===== config.mk =====
export PLATFORM = sky130hd
export DESIGN_NAME = serial_subtractor
export DESIGN_NICKNAME = d
export VERILOG_FILES = /design/src/rtl/serial_subtractor_pkg.sv /design/src/rtl/half_subtractor.sv /design/src/rtl/serial_subtractor.sv
export SDC_FILE = /design/constraint.sdc
export NUM_CORES = 1
export LEC_CHECK = 0
export ABC_AREA = 1
export CAP_MARGIN = 20
export CORE_MARGIN = 2
export CORE_UTILIZATION = 30
export DETAILED_ROUTE_END_ITERATION = 7
export SLEW_MARGIN = 10
export SYNTH_ARGS = -nofsm -noshare
export SYNTH_HDL_FRONTEND = slang
export SYNTH_SLANG_ARGS = --single-unit
export TNS_END_PERCENT = 50

===== constraint.sdc =====
create_clock -name clk -period 1.28 [get_ports clk]
set_input_delay 0.256 -clock clk [delete_from_list [all_inputs] [get_ports clk]]
set_output_delay 0.256 -clock clk [all_outputs]
set_load 0.1 [all_outputs]

===== src/rtl/serial_subtractor_pkg.sv =====
// Shared definitions for the bit-serial subtractor.
//   - FSM state encoding (legacy two-bit constants)
//   - default operand width
//   - helper to size the bit counter
package serial_subtractor_pkg;

  // Default operand/result width in bits (legal range 1..32).
  localparam int unsigned DefaultWidth = 8;

  // FSM state encoding.
  localparam logic [1:0] StIdle  = 2'd0;
  localparam logic [1:0] StShift = 2'd1;
  localparam logic [1:0] StDone  = 2'd2;

  // Counter width for a given operand width.
  // The extra bit keeps WIDTH=1 at a legal one-bit counter.
  function automatic int unsigned cnt_width(input int unsigned width);
    return $clog2(width) + 1;
  endfunction

endpackage


===== src/rtl/half_subtractor.sv =====
// Combinational half subtractor: computes A - B for a single bit.
// Ports:
//   A      - minuend bit
//   B      - subtrahend bit
//   Diff   - difference bit, A ^ B
//   Borrow - borrow out, set when A=0 and B=1
module half_subtractor (
  input  logic A,
  input  logic B,
  output logic Diff,
  output logic Borrow
);

  assign Diff   = A ^ B;
  assign Borrow = ~A & B;

endmodule


===== src/rtl/serial_subtractor.sv =====
// Bit-serial unsigned subtractor: Diff = (A - B) mod 2^WIDTH, LSB first, one bit per clock.
// A start/busy/done handshake frames each operation; a new start is accepted in IDLE or
// in the DONE cycle, so back-to-back operations run at one result per WIDTH+1 cycles.
// Ports:
//   clk    - rising-edge clock
//   rst    - synchronous active-high reset, has priority over start
//   start  - request, sampled only while busy=0
//   A, B   - minuend / subtrahend, captured on the accept edge
//   busy   - high while operand bits are being processed
//   done   - one-cycle pulse while Diff/Borrow hold a fresh result
//   Diff   - registered result, holds until the next operation completes
//   Borrow - final borrow out, 1 iff A < B (unsigned)
module serial_subtractor
  import serial_subtractor_pkg::*;
#(
  parameter int unsigned WIDTH = DefaultWidth
) (
  input  logic             clk,
  input  logic             rst,
  input  logic             start,
  input  logic [WIDTH-1:0] A,
  input  logic [WIDTH-1:0] B,
  output logic             busy,
  output logic             done,
  output logic [WIDTH-1:0] Diff,
  output logic             Borrow
);

  localparam int unsigned CW = cnt_width(WIDTH);
  localparam logic [CW-1:0] LastCnt = CW'(WIDTH - 1);

  logic [1:0]       state_q, state_d;
  logic [WIDTH-1:0] a_q, a_d;
  logic [WIDTH-1:0] b_q, b_d;
  logic [WIDTH-1:0] res_q, res_d;
  logic [WIDTH-1:0] diff_q, diff_d;
  logic [CW-1:0]    cnt_q, cnt_d;
  logic             bin_q, bin_d;
  logic             borrow_q, borrow_d;

  // Per-bit full subtractor: two half subtractors plus an OR on their borrows.
  logic hs0_diff, hs0_borrow;
  logic bit_diff, hs1_borrow;
  logic bit_bout;

  half_subtractor u_hs0 (
    .A      (a_q[0]),
    .B      (b_q[0]),
    .Diff   (hs0_diff),
    .Borrow (hs0_borrow)
  );

  half_subtractor u_hs1 (
    .A      (hs0_diff),
    .B      (bin_q),
    .Diff   (bit_diff),
    .Borrow (hs1_borrow)
  );

  assign bit_bout = hs0_borrow | hs1_borrow;

  // Result register with the new bit entering at the MSB end; after WIDTH shifts the
  // first-computed (LSB) bit has arrived at position 0.
  logic [WIDTH-1:0] res_shifted;

  generate
    if (WIDTH == 1) begin : g_single
      assign res_shifted = bit_diff;
    end else begin : g_multi
      assign res_shifted = {bit_diff, res_q[WIDTH-1:1]};
    end
  endgenerate

  always_comb begin
    state_d  = state_q;
    a_d      = a_q;
    b_d      = b_q;
    res_d    = res_q;
    diff_d   = diff_q;
    cnt_d    = cnt_q;
    bin_d    = bin_q;
    borrow_d = borrow_q;

    case (state_q)
      StIdle, StDone: begin
        if (start) begin
          a_d     = A;
          b_d     = B;
          res_d   = '0;
          cnt_d   = '0;
          bin_d   = 1'b0;
          state_d = StShift;
        end else begin
          state_d = StIdle;
        end
      end

      StShift: begin
        // Operands shift right so the active bit is always at index 0; this is
        // equivalent to selecting bit[count] without a variable-width index.
        a_d   = a_q >> 1;
        b_d   = b_q >> 1;
        res_d = res_shifted;
        bin_d = bit_bout;
        cnt_d = cnt_q + CW'(1);
        if (cnt_q == LastCnt) begin
          // Publish the result on the edge entering DONE so it is valid with done.
          diff_d   = res_shifted;
          borrow_d = bit_bout;
          state_d  = StDone;
        end
      end

      default: state_d = StIdle;
    endcase
  end

  always_ff @(posedge clk) begin
    if (rst) begin
      state_q  <= StIdle;
      a_q      <= '0;
      b_q      <= '0;
      res_q    <= '0;
      diff_q   <= '0;
      cnt_q    <= '0;
      bin_q    <= 1'b0;
      borrow_q <= 1'b0;
    end else begin
      state_q  <= state_d;
      a_q      <= a_d;
      b_q      <= b_d;
      res_q    <= res_d;
      diff_q   <= diff_d;
      cnt_q    <= cnt_d;
      bin_q    <= bin_d;
      borrow_q <= borrow_d;
    end
  end

  assign busy   = (state_q == StShift);
  assign done   = (state_q == StDone);
  assign Diff   = diff_q;
  assign Borrow = borrow_q;

endmodule


==> impl_results.md, run 1 <==
* Setup Skew at about 0.0067 ns
* TritonCTS clock tree: built
* DP Area at 2416 µm²
* GRT Util Overall at 0.1336
* Internal power at between 2 and 2.5 mW
* Pre-antenna DRT Iters at 4
* Worst slew pin tran at 0.2926 ns
* CP max stage delay at 0.38 ns
* Initial antenna violation count at 0
* Layout Nets at 306
* Warnings, synthesis at 0
* Die Wd at just over 80 µm
* Min-Delay Startpoint: res_q[1]$_SDFFE_PP0P_
* Worst hold path depth at 2
* Post-synthesis sequential area ratio at 0.4185
* Slew Viols, Final at 0
* Syn_area_per_cell at approximately 7.7 µm²
* Final WL at 4.444 mm
* Largest area contributor in the netlist: dfxtp_1
* GRT Residual Overflow at 0
* Cell count after placement at about 350
* First-pass GRT wire length at between 7 and 8 mm
* Clk pin slew, worst setup/hold paths at roughly 0.080 ns
* Yosys reg bits at 39
* Slowest CP cell: dfxtp_4
* Hold Fails Final Rpt at 0
* Final Setup Violations at 2
* Clock buffer depth at 2
* Drt wl/cell at between 10 and 15 µm
* Port bufs at 29
* Cells after synthesis at around 240
* Fraction of registers with async set/reset at 0
* Root Buffer: clkbuf_8
* Psw at approximately 0.7 mW
* Pwr per Cell Area at 1070 nW/µm²
* # DRC at 0
* Register-to-Register Path Depth at 5
* Post-layout minimum cycle time at around 1.3 ns
* # diodes at 0
* Max Clk Rate at ~750 MHz
* CP cell instances: buf_8 > nor2_4 > buf_12
* Sw Share at 0.2503
* Finished Layout Cells at roughly 360
* HPWL after detailed placement at 3.099 mm
* Combinational power share at 0.161
* Critical Path Source Type: flop
* Post-Syn Area at 1866 µm²
* Worst endpoint required time at just over 1 ns
* Post-synth cell types at 23
* Maxcap violations at 0
* Layout cell share with drive strength beyond 1 at 0.2552
* P&R area growth vs syn at 39.97%
* Clock Sinks at 39
* Outcome: finished, violations left
* Top post-synthesis cells by count: nand3_1, dfxtp_1, nand2_1, a21oi_1, inv_1
* Vias in the first global route at between 1500 and 2000
* Num ports at 30
* Worst r2r dst: a_q[1]$_SDFFE_PP0P_
* Cts hold-fix bufs at 0
* Final ANT Viol Nets at 0
* Clk_lat worst skew at 0.29 ns
* Synthesized netlist net count at around 260
* RSZ-0062 raised after global routing: yes
* Pre-CTS setup slack at -0.2083 ns
* Leak at 1.032 nW
* Worst Path Buf+Inv at 2
* Top-count cell post-synth: nand3_1
* Setup slack, reg-to-reg at 0.03 ns
* Vias per inst at ~4.7
* Die footprint at 6865 µm²
* Row count at 28
* Critical path class: reg -> out
* H-tree levels at 2
* DR vias at ~1700
* Hold WC Path Type: reg -> reg
* Peak VDD IR at 0.5345 mV
* Worst Hold Margin at 0.4757 ns
* Largest net degree at the start of global routing at 28
* FF-to-FF Start: state_q[0]$_SDFFE_PP0P_
* Fill cells at between 500 and 600
* Crit path capture type: primary output
* Reg power frac at 0.460
* TNS Setup at -0.07105 ns
* Period utilisation layout at 1.038
* Violation count after the first detailed-route iteration at between 50 and 60
* Core Area at between 5000 and 6000 µm²
* Failing checks: negative setup slack
* Crit path max fanout at 6
* Relative slew slack at 0.8042
* Predominant post-synthesis flop cell: dfxtp_1
* Final instance area at between 2000 and 3000 µm²
* Post-synth top area share at 0.4185
* CTS Buf Count at 5
* Worst EP arrival at 1.07 ns
* Area contributors post-synth: dfxtp_1, nand3_1, nand2_1
* Die Y at 82.86 µm
* Crit path max-delay family: flip-flops
* WHS Endpoint: res_q[1]$_SDFFE_PP0P_
* Clock group share of total power at 0.379
* Setup slack after layout at -0.04877 ns
* Post-synth EDFFs at 0
* Final GP Congestion at between 0.8 and 0.9
* Initial Util at 0.3132
-- layout by cell type (no fill, tap or decap), types with 2 or more instances in the layout --
cell type | netlist | final
nand3_1 | 65 | 65
nand2_1 | 39 | 39
dfxtp_1 | 39 | 37
a21oi_1 | 19 | 19
buf_4 | 2 | 19
inv_1 | 18 | 18
clkdlybuf4s50_1 | 0 | 18
buf_12 | 0 | 14
nor2_1 | 12 | 10
nand3_2 | 9 | 9
a21oi_2 | 9 | 9
clkbuf_8 | 0 | 6
nor2_4 | 2 | 4
clkinv_1 | 4 | 4
nand2_2 | 2 | 3
o21ai_0 | 2 | 2
dfxtp_4 | 0 | 2
-- cells by family after synthesis --
family,count (synthesis),share of synthesized area
adders and majority gates,2,0.01744
and+or+nand+nor,130,0.3501
AOI/OAI and AO/OA,30,0.09859
DFF,39,0.4185
buffers and inverters,41,0.1153
-- cell type report --
| cell class | count | area [µm²] | area share |
|---|---|---|---|
| flip-flops and latches | 39 | 788.3 | 0.3019 |
| multi-input cells | 163 | 893.4 | 0.3421 |
| clock buffers | 6 | 82.58 | 0.03162 |
| inverters | 24 | 100.1 | 0.03833 |
| repair buffers | 52 | 618.1 | 0.2367 |
| well taps | 75 | 93.84 | 0.03594 |
| clock inverters | 2 | 35.03 | 0.01342 |
-- metrics by stage --
stage / total power [mW] / utilization
6_report: 2.795 / 0.4384
4_1_cts: 2.804 / 0.4296
5_1_grt: 2.915 / 0.4384
3_3_place_gp: 1.729 / 0.4057
3_5_place_dp: 1.729 / 0.4057
2_1_floorplan: 1.581 / -
-- state kept, by name, indices dropped and copies added, names as in the netlist --
signal / flops
Borrow: 1
state_q: 2
b_q: 8
a_q: 8
Diff: 8
res_q: 7
bin_q: 1
cnt_q: 4
-- worst max-delay path by stage --
stage / endpoint / from / slack (ns) / cells past startpoint
2_1_floorplan: done / state_q[1]$_SDFFE_PP0P_ / 0.008 / 3
3_3_place_gp: cnt_q[3]$_SDFFE_PP0P_ / start / -0.21 / 6
3_5_place_dp: cnt_q[3]$_SDFFE_PP0P_ / start / -0.21 / 6
4_1_cts: done / state_q[0]$_SDFFE_PP0P_ / -0.07 / 3
5_1_grt: done / state_q[0]$_SDFFE_PP0P_ / -0.07 / 3
6_report: done / state_q[0]$_SDFFE_PP0P_ / -0.05 / 3
-- power groups by stage --
stage,clock network [mW],logic (mW),registers (mW)
2_1_floorplan,0,0.277,1.30
3_3_place_gp,0,0.417,1.31
3_5_place_dp,0,0.418,1.31
4_1_cts,1.09,0.433,1.28
5_1_grt,1.13,0.495,1.29
6_report,1.06,0.450,1.29
-- layer usage --
layer,vias to the layer above,global-route usage,part of all wire
met5,-,0,0
met4,0,0.04918,0.011
met3,4,0.02584,0.032
met2,25,0.2192,0.50
met1,799,0.1744,0.46
li1,885,-,-
-- what timing repair did --
action | 4_1_cts | 5_1_grt
gates cloned | 0 | 1
setup endpoints to repair | 2 | 23
hold endpoints to repair | 0 | 0
resized for setup | 4 | 6
pin swaps | 1 | 2
buffers inserted | 2 | 4
-- worst reg2reg max path, cell delays in order, from the launching register on --
cell	delay (ns)
dfxtp_4	0.38
buf_4	0.14
nand2_2	0.22
buf_4	0.21
nand3_1	0.07
a21oi_1	0.16
Power figures use the tool's default switching activity.
==> run 2: changes to the inputs <==
--- a/config.mk
+++ b/config.mk
@@ -6,7 +6,6 @@
 export NUM_CORES = 1
 export LEC_CHECK = 0
 export ABC_AREA = 1
-export CAP_MARGIN = 20
 export CORE_MARGIN = 2
 export CORE_UTILIZATION = 30
 export DETAILED_ROUTE_END_ITERATION = 7
==> results of run 2 <==
The final DEF is identical to that of run 1; final timing and power are the same.
==> run 3: changes to the inputs <==
--- a/config.mk
+++ b/config.mk
@@ -8,6 +8,7 @@
 export ABC_AREA = 1
 export CORE_MARGIN = 2
 export CORE_UTILIZATION = 30
+export CTS_CLUSTER_DIAMETER = 30
 export DETAILED_ROUTE_END_ITERATION = 7
 export SLEW_MARGIN = 10
 export SYNTH_ARGS = -nofsm -noshare
==> results of run 3 <==
The final DEF is identical to that of run 1; final timing and power are the same.
